[config.mk]
export PLATFORM = sky130hd
export DESIGN_NAME = fetch_queue
export DESIGN_NICKNAME = d
export VERILOG_FILES = /design/src/rtl/fetch_queue_pkg.sv /design/src/rtl/fetch_fifo.sv /design/src/rtl/fetch_queue.sv
export SDC_FILE = /design/constraint.sdc
export NUM_CORES = 1
export LEC_CHECK = 0
export ABC_AREA = 1
export BUFFER_PORTS_ARGS = -buffer_cell sky130_fd_sc_hd__buf_2
export CORE_MARGIN = 8
export CORE_UTILIZATION = 30
export CTS_BUF_LIST = sky130_fd_sc_hd__clkbuf_4
export DETAILED_ROUTE_END_ITERATION = 6
export SLEW_MARGIN = 0
export SYNTH_ARGS = -nofsm -noshare
export SYNTH_HDL_FRONTEND = slang
export SYNTH_SLANG_ARGS = --single-unit
[constraint.sdc]
create_clock -name clk -period 6.8 [get_ports clk]
set_input_delay 0.34 -clock clk [delete_from_list [all_inputs] [get_ports clk]]
set_output_delay 0.34 -clock clk [all_outputs]
set_load 0.005 [all_outputs]
[src/rtl/fetch_queue_pkg.sv]
// Shared types for the fetch queue: FSM states, halt opcode and the
// default-configuration entry layout.
package fetch_queue_pkg;

  typedef enum logic [1:0] {
    RUN    = 2'd0,
    WAIT   = 2'd1,
    HALTED = 2'd2
  } fetch_state_t;

  localparam logic [4:0] HALT_OPC_DEF = 5'b00000;
  localparam int         PC_W_DEF     = 16;
  localparam int         INSTR_W_DEF  = 16;

  // Entry layout at the default widths; the top rebuilds the same layout
  // from its own parameters so non-default configurations stay consistent.
  typedef struct packed {
    logic [INSTR_W_DEF-1:0] instr;
    logic [PC_W_DEF-1:0]    pc;
    logic [PC_W_DEF-1:0]    pc_2;
  } fetch_entry_t;

endpackage

[src/rtl/fetch_fifo.sv]
// DEPTH-entry synchronous FIFO with flush and occupancy count.
// Head is read straight out of the storage registers, so a push at edge N
// is visible at the head from edge N when the FIFO was empty.
module fetch_fifo #(
  parameter int W     = 8,
  parameter int DEPTH = 4
) (
  input  logic                       clk,
  input  logic                       rst,
  input  logic                       flush,
  input  logic                       push,
  input  logic [W-1:0]               push_data,
  input  logic                       pop,
  output logic [W-1:0]               head,
  output logic                       empty,
  output logic                       full,
  output logic [$clog2(DEPTH+1)-1:0] count
);

  localparam int AW = $clog2(DEPTH);
  localparam int CW = $clog2(DEPTH+1);

  logic [W-1:0]  mem [DEPTH];
  logic [AW-1:0] wr_ptr, rd_ptr;
  logic          do_push, do_pop;

  assign empty   = (count == '0);
  assign full    = (count == CW'(DEPTH));
  assign do_push = push && !full;
  assign do_pop  = pop && !empty;
  assign head    = mem[rd_ptr];

  // Pointer and count bookkeeping; pointers wrap naturally at DEPTH.
  always_ff @(posedge clk) begin
    if (!rst || flush) begin
      wr_ptr <= '0;
      rd_ptr <= '0;
      count  <= '0;
    end else begin
      if (do_push) wr_ptr <= wr_ptr + AW'(1);
      if (do_pop)  rd_ptr <= rd_ptr + AW'(1);
      unique case ({do_push, do_pop})
        2'b10:   count <= count + CW'(1);
        2'b01:   count <= count - CW'(1);
        default: ;
      endcase
    end
  end

  // Storage write; contents need no reset since the head is qualified by count.
  always_ff @(posedge clk) begin
    if (do_push) mem[wr_ptr] <= push_data;
  end

  // The producer's credit scheme must never push into a full FIFO.
  a_no_push_full: assert property (@(posedge clk) disable iff (!rst) !(push && full));

endmodule

[src/rtl/fetch_queue.sv]
// Fetch stage: owns the PC, issues single-outstanding instruction reads and
// buffers responses in a prefetch FIFO drained by decode via valid/ready.
// Redirect flushes the queue and discards any in-flight response.
// Optional macro FETCH_BYPASS_EN: a response arriving to an empty FIFO is
// presented combinationally and skips the FIFO if accepted that cycle.
module fetch_queue
  import fetch_queue_pkg::*;
#(
  parameter int             PC_W     = 16,
  parameter int             INSTR_W  = 16,
  parameter int             DEPTH    = 4,
  parameter logic [PC_W-1:0] RESET_PC = '0,
  parameter logic [4:0]     HALT_OPC = HALT_OPC_DEF
) (
  input  logic                       clk,
  input  logic                       rst,
  input  logic                       redirect,
  input  logic [PC_W-1:0]            redirect_pc,
  output logic                       mem_req,
  output logic [PC_W-1:0]            mem_addr,
  input  logic                       mem_done,
  input  logic [INSTR_W-1:0]         mem_rdata,
  output logic                       out_valid,
  input  logic                       out_ready,
  output logic [INSTR_W-1:0]         out_instr,
  output logic [PC_W-1:0]            out_pc,
  output logic [PC_W-1:0]            out_pc_2,
  output logic                       halt_seen,
  output logic [$clog2(DEPTH+1)-1:0] occupancy
);

  localparam int CW = $clog2(DEPTH+1);

  typedef struct packed {
    logic [INSTR_W-1:0] instr;
    logic [PC_W-1:0]    pc;
    logic [PC_W-1:0]    pc_2;
  } entry_t;

  fetch_state_t   state;
  logic [PC_W-1:0] pc, req_addr;
  logic           pend, drop;
  logic           resp_ok, resp_halt, credit_ok, bypass_hit;
  logic           fifo_push, fifo_pop, fifo_empty, fifo_full;
  logic [CW-1:0]  fifo_count;
  entry_t         push_entry, head_entry, out_entry;

  // A response is kept only if it answers a live request and no redirect races it.
  assign resp_ok    = mem_done && pend && !drop && !redirect;
  assign resp_halt  = (mem_rdata[INSTR_W-1 -: 5] == HALT_OPC);
  assign push_entry = '{instr: mem_rdata, pc: req_addr, pc_2: req_addr + PC_W'(2)};

  // Credit rule: never have more requests in flight than free FIFO slots.
  assign credit_ok = (int'(fifo_count) + int'(pend)) < DEPTH;
  assign mem_req   = rst && (state == RUN) && !pend && !drop && !redirect && credit_ok;
  assign mem_addr  = pc;

`ifdef FETCH_BYPASS_EN
  assign bypass_hit = resp_ok && fifo_empty;
  assign out_entry  = bypass_hit ? push_entry : head_entry;
`else
  assign bypass_hit = 1'b0;
  assign out_entry  = head_entry;
`endif

  assign out_valid = !fifo_empty || bypass_hit;
  assign fifo_push = resp_ok && !(bypass_hit && out_ready);
  assign fifo_pop  = out_valid && out_ready && !fifo_empty && !redirect;
  assign occupancy = fifo_count;

  // Head fields read as zero whenever nothing is presented.
  assign out_instr = out_valid ? out_entry.instr : '0;
  assign out_pc    = out_valid ? out_entry.pc    : '0;
  assign out_pc_2  = out_valid ? out_entry.pc_2  : '0;

  fetch_fifo #(
    .W     ($bits(entry_t)),
    .DEPTH (DEPTH)
  ) u_fifo (
    .clk       (clk),
    .rst       (rst),
    .flush     (redirect),
    .push      (fifo_push),
    .push_data (push_entry),
    .pop       (fifo_pop),
    .head      (head_entry),
    .empty     (fifo_empty),
    .full      (fifo_full),
    .count     (fifo_count)
  );

  // Fetch FSM: request issue, response tracking, halt and redirect handling.
  always_ff @(posedge clk) begin
    if (!rst) begin
      state     <= RUN;
      pc        <= RESET_PC;
      req_addr  <= '0;
      pend      <= 1'b0;
      drop      <= 1'b0;
      halt_seen <= 1'b0;
    end else if (redirect) begin
      state     <= RUN;
      pc        <= redirect_pc;
      halt_seen <= 1'b0;
      // An in-flight read is marked for discard; one landing now is simply lost.
      if (pend && !mem_done) begin
        drop <= 1'b1;
      end else begin
        drop <= 1'b0;
        pend <= 1'b0;
      end
    end else begin
      if (mem_done && pend && drop) begin
        drop <= 1'b0;
        pend <= 1'b0;
      end
      unique case (state)
        RUN: begin
          if (mem_req) begin
            req_addr <= pc;
            pc       <= pc + PC_W'(2);
            pend     <= 1'b1;
            state    <= WAIT;
          end
        end
        WAIT: begin
          if (resp_ok) begin
            pend <= 1'b0;
            if (resp_halt) begin
              state     <= HALTED;
              halt_seen <= 1'b1;
            end else begin
              state <= RUN;
            end
          end
        end
        HALTED: ;
        default: state <= RUN;
      endcase
    end
  end

endmodule

==> metrics.txt <==
via count of the first global-routing pass 7,321; post-route clock skew 0.0490 ns; setup repair after global routing missed its margin no; clock network latency to the later pin of the worst-skew pair 0.64 ns; wire length of the first global-routing pass 39,500 um; Final Hold Viols 0; met1 Track Usage GR 16.4%; # port buffers 106; final setup violating endpoints 0; ordered cell list for the critical path buf_4 -> inv_1 -> buf_4 -> nor2_1 -> o21ai_0 -> a21oi_1 -> buf_2; M2 GR Usage 20.1%; kind of capture point of the worst setup path output port; Max-Slew Margin vs Limit 29.1%; fillcell total 3,222; HPWL after detailed placement 15,200 um; cell chosen for the clock root sky130_fd_sc_hd__clkbuf_4; sequential area share after synthesis 66.6%; Site Rows 66; global routing's busiest layer met2; number of enable-type register cells in the synthesized netlist 188; remaining routing DRC violations 0; worst slew pin tran 1.06 ns; maximum number of pins on one net before global-route repair 96; Clock Pin Slew Worst Setup and Hold Paths 0.07 ns; vias after detailed routing 7,133; total power density per cell area 257 mW/mm2; arrival time at the worst endpoint 3.34 ns; Gate Count Post-Synth 924; destination of the worst hold path mem_addr[12]$_SDFFE_PN0P_; Worst Hold Margin 0.0568 ns; total clock buffers created by CTS 66; total negative setup slack 0 ns; kind of start point of the critical path flip-flop; number of cells on the worst hold path 5; CTS H-tree lvls 3; Routed Wire Length 25,100 um; Final Cycle Share 54.1%; launch point of the worst reg-to-reg path pend$_SDFFE_PN0N_; Max IR drop VDD 111 uV; cell family contributing the most delay on the critical path buffers and inverters; WS Path Type flip-flop to output port; GP Congestion 0.784; static power due to leakage 4.49 nW; number of routed nets with antenna violations 0; Seq cells post-synth 234; primary flip-flop cell chosen by synthesis mapping sky130_fd_sc_hd__edfxtp_1; residual overflow from global routing 0; drt first-iter violations 428; Max Cap Violations 0; Max Clock Freq 272 MHz; area of the mapped netlist 0.00986 mm2; Top cell by count, worst path sky130_fd_sc_hd__buf_4; internal reg-to-reg setup slack 4.33 ns; shortest clock period the worst path allows after layout 3.68 ns; status finished clean; clk sinks 234; Sequential Area 0.00657 mm2; IO Pins 107; number of nets produced by synthesis 969; number of slew-limit violations in the final report 0; slowest CP cell sky130_fd_sc_hd__inv_1; first-pass detailed-route iteration total 5; area added between synthesis and finish 20.9%; worst reg2reg path endpoint u_fifo.mem[3][1]$_DFFE_PP_; share of synthesized flip-flops with an asynchronous set or reset 0%; area of the die 0.0389 mm2; CP peak stage delay 0.64 ns; share of cells above drive strength 1 22.5%; final net count 1,130; Critical path buffers and inverters 4; overall routing resource usage 12.8%; cells resized by post-CTS repair 0; horizontal die dimension 197 um; die outline height 197 um; count of synthesis-stage warnings from yosys 0; critical path required time 6.46 ns; worst-case reg-to-reg path depth 7; core area 0.0325 mm2; met3 track demand over resource in global routing 4.04%; path class of the lowest-slack min-delay path input port to flip-flop; multi-input logic area 0.00288 mm2; Max Buffers Root-to-Sink 3; count of cell types in the netlist 41; # Post-CTS Setup Buffers 0; detail-routed via count per cell 4.54; critical-path maximum fanout 48; drt wl/cell 16.0 um; initial antenna violation count 1; starting utilization of the core area 30.4%; Mean Syn Cell Area 10.7 um2; CTS tree done; startpoint of the worst hold path redirect_pc[12]
repair_timing:
item / CTS / global route
hold endpoints to repair: 74 / 0
hold buffers: 26 / 0
setup endpoints to repair: 0 / 0
report_power, final:
group	leakage, nW	internal, mW	switching, mW
clock network	0.506	0.758	0.578
logic	1.86	0.0498	0.0827
registers	2.12	1.57	0.0279
total	4.49	2.38	0.688
worst max-delay path by stage:
stage | startpoint | endpoint | slack [ns] | cells past startpoint
CTS | flip-flop | out_pc[6] | 2.98 | 7
floorplan | pend$_SDFFE_PN0N_ | u_fifo.mem[0][10]$_DFFE_PP_ | 3.48 | 6
global placement | flip-flop | out_pc[6] | 3.66 | 7
detailed placement | flip-flop | out_pc[6] | 3.68 | 7
global route | flip-flop | out_pc[6] | 2.81 | 7
finish | flip-flop | out_pc[6] | 3.12 | 7
layout make-up:
class / count / area share (%)
Timing Repair Buffer: 141 / 7.20
Sequential cell: 234 / 55.1
Clock buffer: 96 / 6.05
Tap cell: 442 / 4.64
Antenna cell: 1 / 0.0210
Multi-Input combinational cell: 591 / 24.2
Inverter: 51 / 1.61
Clock inverter: 15 / 1.18
layout by cell type, fill, tap and decap left out, types with 2 or more instances in the layout:
master	count
sky130_fd_sc_hd__nand3b_1	2
sky130_fd_sc_hd__o21ai_1	4
sky130_fd_sc_hd__nand2_2	3
sky130_fd_sc_hd__edfxtp_1	188
sky130_fd_sc_hd__buf_2	106
sky130_fd_sc_hd__a31oi_1	4
sky130_fd_sc_hd__ha_1	7
sky130_fd_sc_hd__clkbuf_4	96
sky130_fd_sc_hd__a21oi_1	77
sky130_fd_sc_hd__o31ai_1	2
sky130_fd_sc_hd__nand4_1	2
sky130_fd_sc_hd__xor2_1	11
sky130_fd_sc_hd__inv_2	10
sky130_fd_sc_hd__nor2_2	3
sky130_fd_sc_hd__dfxtp_2	2
sky130_fd_sc_hd__nor2_1	236
sky130_fd_sc_hd__inv_1	42
sky130_fd_sc_hd__nand2_1	69
sky130_fd_sc_hd__a211oi_2	2
sky130_fd_sc_hd__nand3_1	28
sky130_fd_sc_hd__bufinv_16	3
sky130_fd_sc_hd__o21ai_0	116
sky130_fd_sc_hd__a22oi_1	2
sky130_fd_sc_hd__clkinv_1	9
sky130_fd_sc_hd__nor2_4	8
sky130_fd_sc_hd__dfxtp_1	44
sky130_fd_sc_hd__dlygate4sd3_1	26
sky130_fd_sc_hd__buf_4	9
sequential cells by signal, indices dropped and copies added (netlist names), named ones only:
signal,flops
drop,1
u_fifo.count,3
u_fifo.mem,188
pend,1
req_addr,16
state,2
u_fifo.rd_ptr,2
u_fifo.wr_ptr,2
mem_addr,16
halt_seen,1
cells in the mapped netlist (6+ instances only):
master / count / area (um2)
sky130_fd_sc_hd__a21oi_1: 77 / 385
sky130_fd_sc_hd__dfxtp_1: 46 / 921
sky130_fd_sc_hd__inv_1: 42 / 158
sky130_fd_sc_hd__o21ai_0: 116 / 581
sky130_fd_sc_hd__clkbuf_1: 16 / 60.1
sky130_fd_sc_hd__buf_1: 6 / 22.5
sky130_fd_sc_hd__nand3_1: 28 / 140
sky130_fd_sc_hd__buf_2: 16 / 80.1
sky130_fd_sc_hd__nand2_1: 69 / 259
sky130_fd_sc_hd__xor2_1: 11 / 96.3
sky130_fd_sc_hd__ha_1: 7 / 87.6
sky130_fd_sc_hd__nor2_1: 240 / 901
sky130_fd_sc_hd__edfxtp_1: 188 / 5650
sky130_fd_sc_hd__inv_2: 9 / 33.8
per-stage QoR:
step	setup slack, ns	total power, mW	area (um2)	instances	utilization [%]
floorplan	3.48	1.70	9860	924	-
global placement	3.66	1.75	10800	1433	33.3
detailed placement	3.68	1.75	10800	1433	33.3
CTS	2.98	3.11	11900	1570	36.7
global route	2.81	3.20	11900	1571	36.7
finish	3.12	3.07	11900	1571	36.7
cell families (layout without fill, tap and decap cells):
kind of cell	Yosys count	count (layout)	synth area share [%]
AO/OA/AOI/OAI	211	211	11.3
XOR/XNOR	12	12	1.07
adder cells (fa/ha/maj)	8	8	1.09
buffers and inverters	99	303	4.54
flip-flops	234	234	66.6
other	0	1	0
AND/OR/NAND/NOR	360	360	15.4
tightest hold or removal path: cells and delay by family:
kind	cells	cell delay, ns
compound gates	1	0.05
buf+inv	2	0.15
simple gates	2	0.12
metal layers:
layer	routed length (um)	share of wire, %	vias to the layer above
li1	-	-	3542
met1	11500	46	3340
met2	11300	45	211
met3	1700	6.8	40
met4	471	1.9	0
met5	0	0	-
No activity file was read; power rests on OpenSTA's default activity.
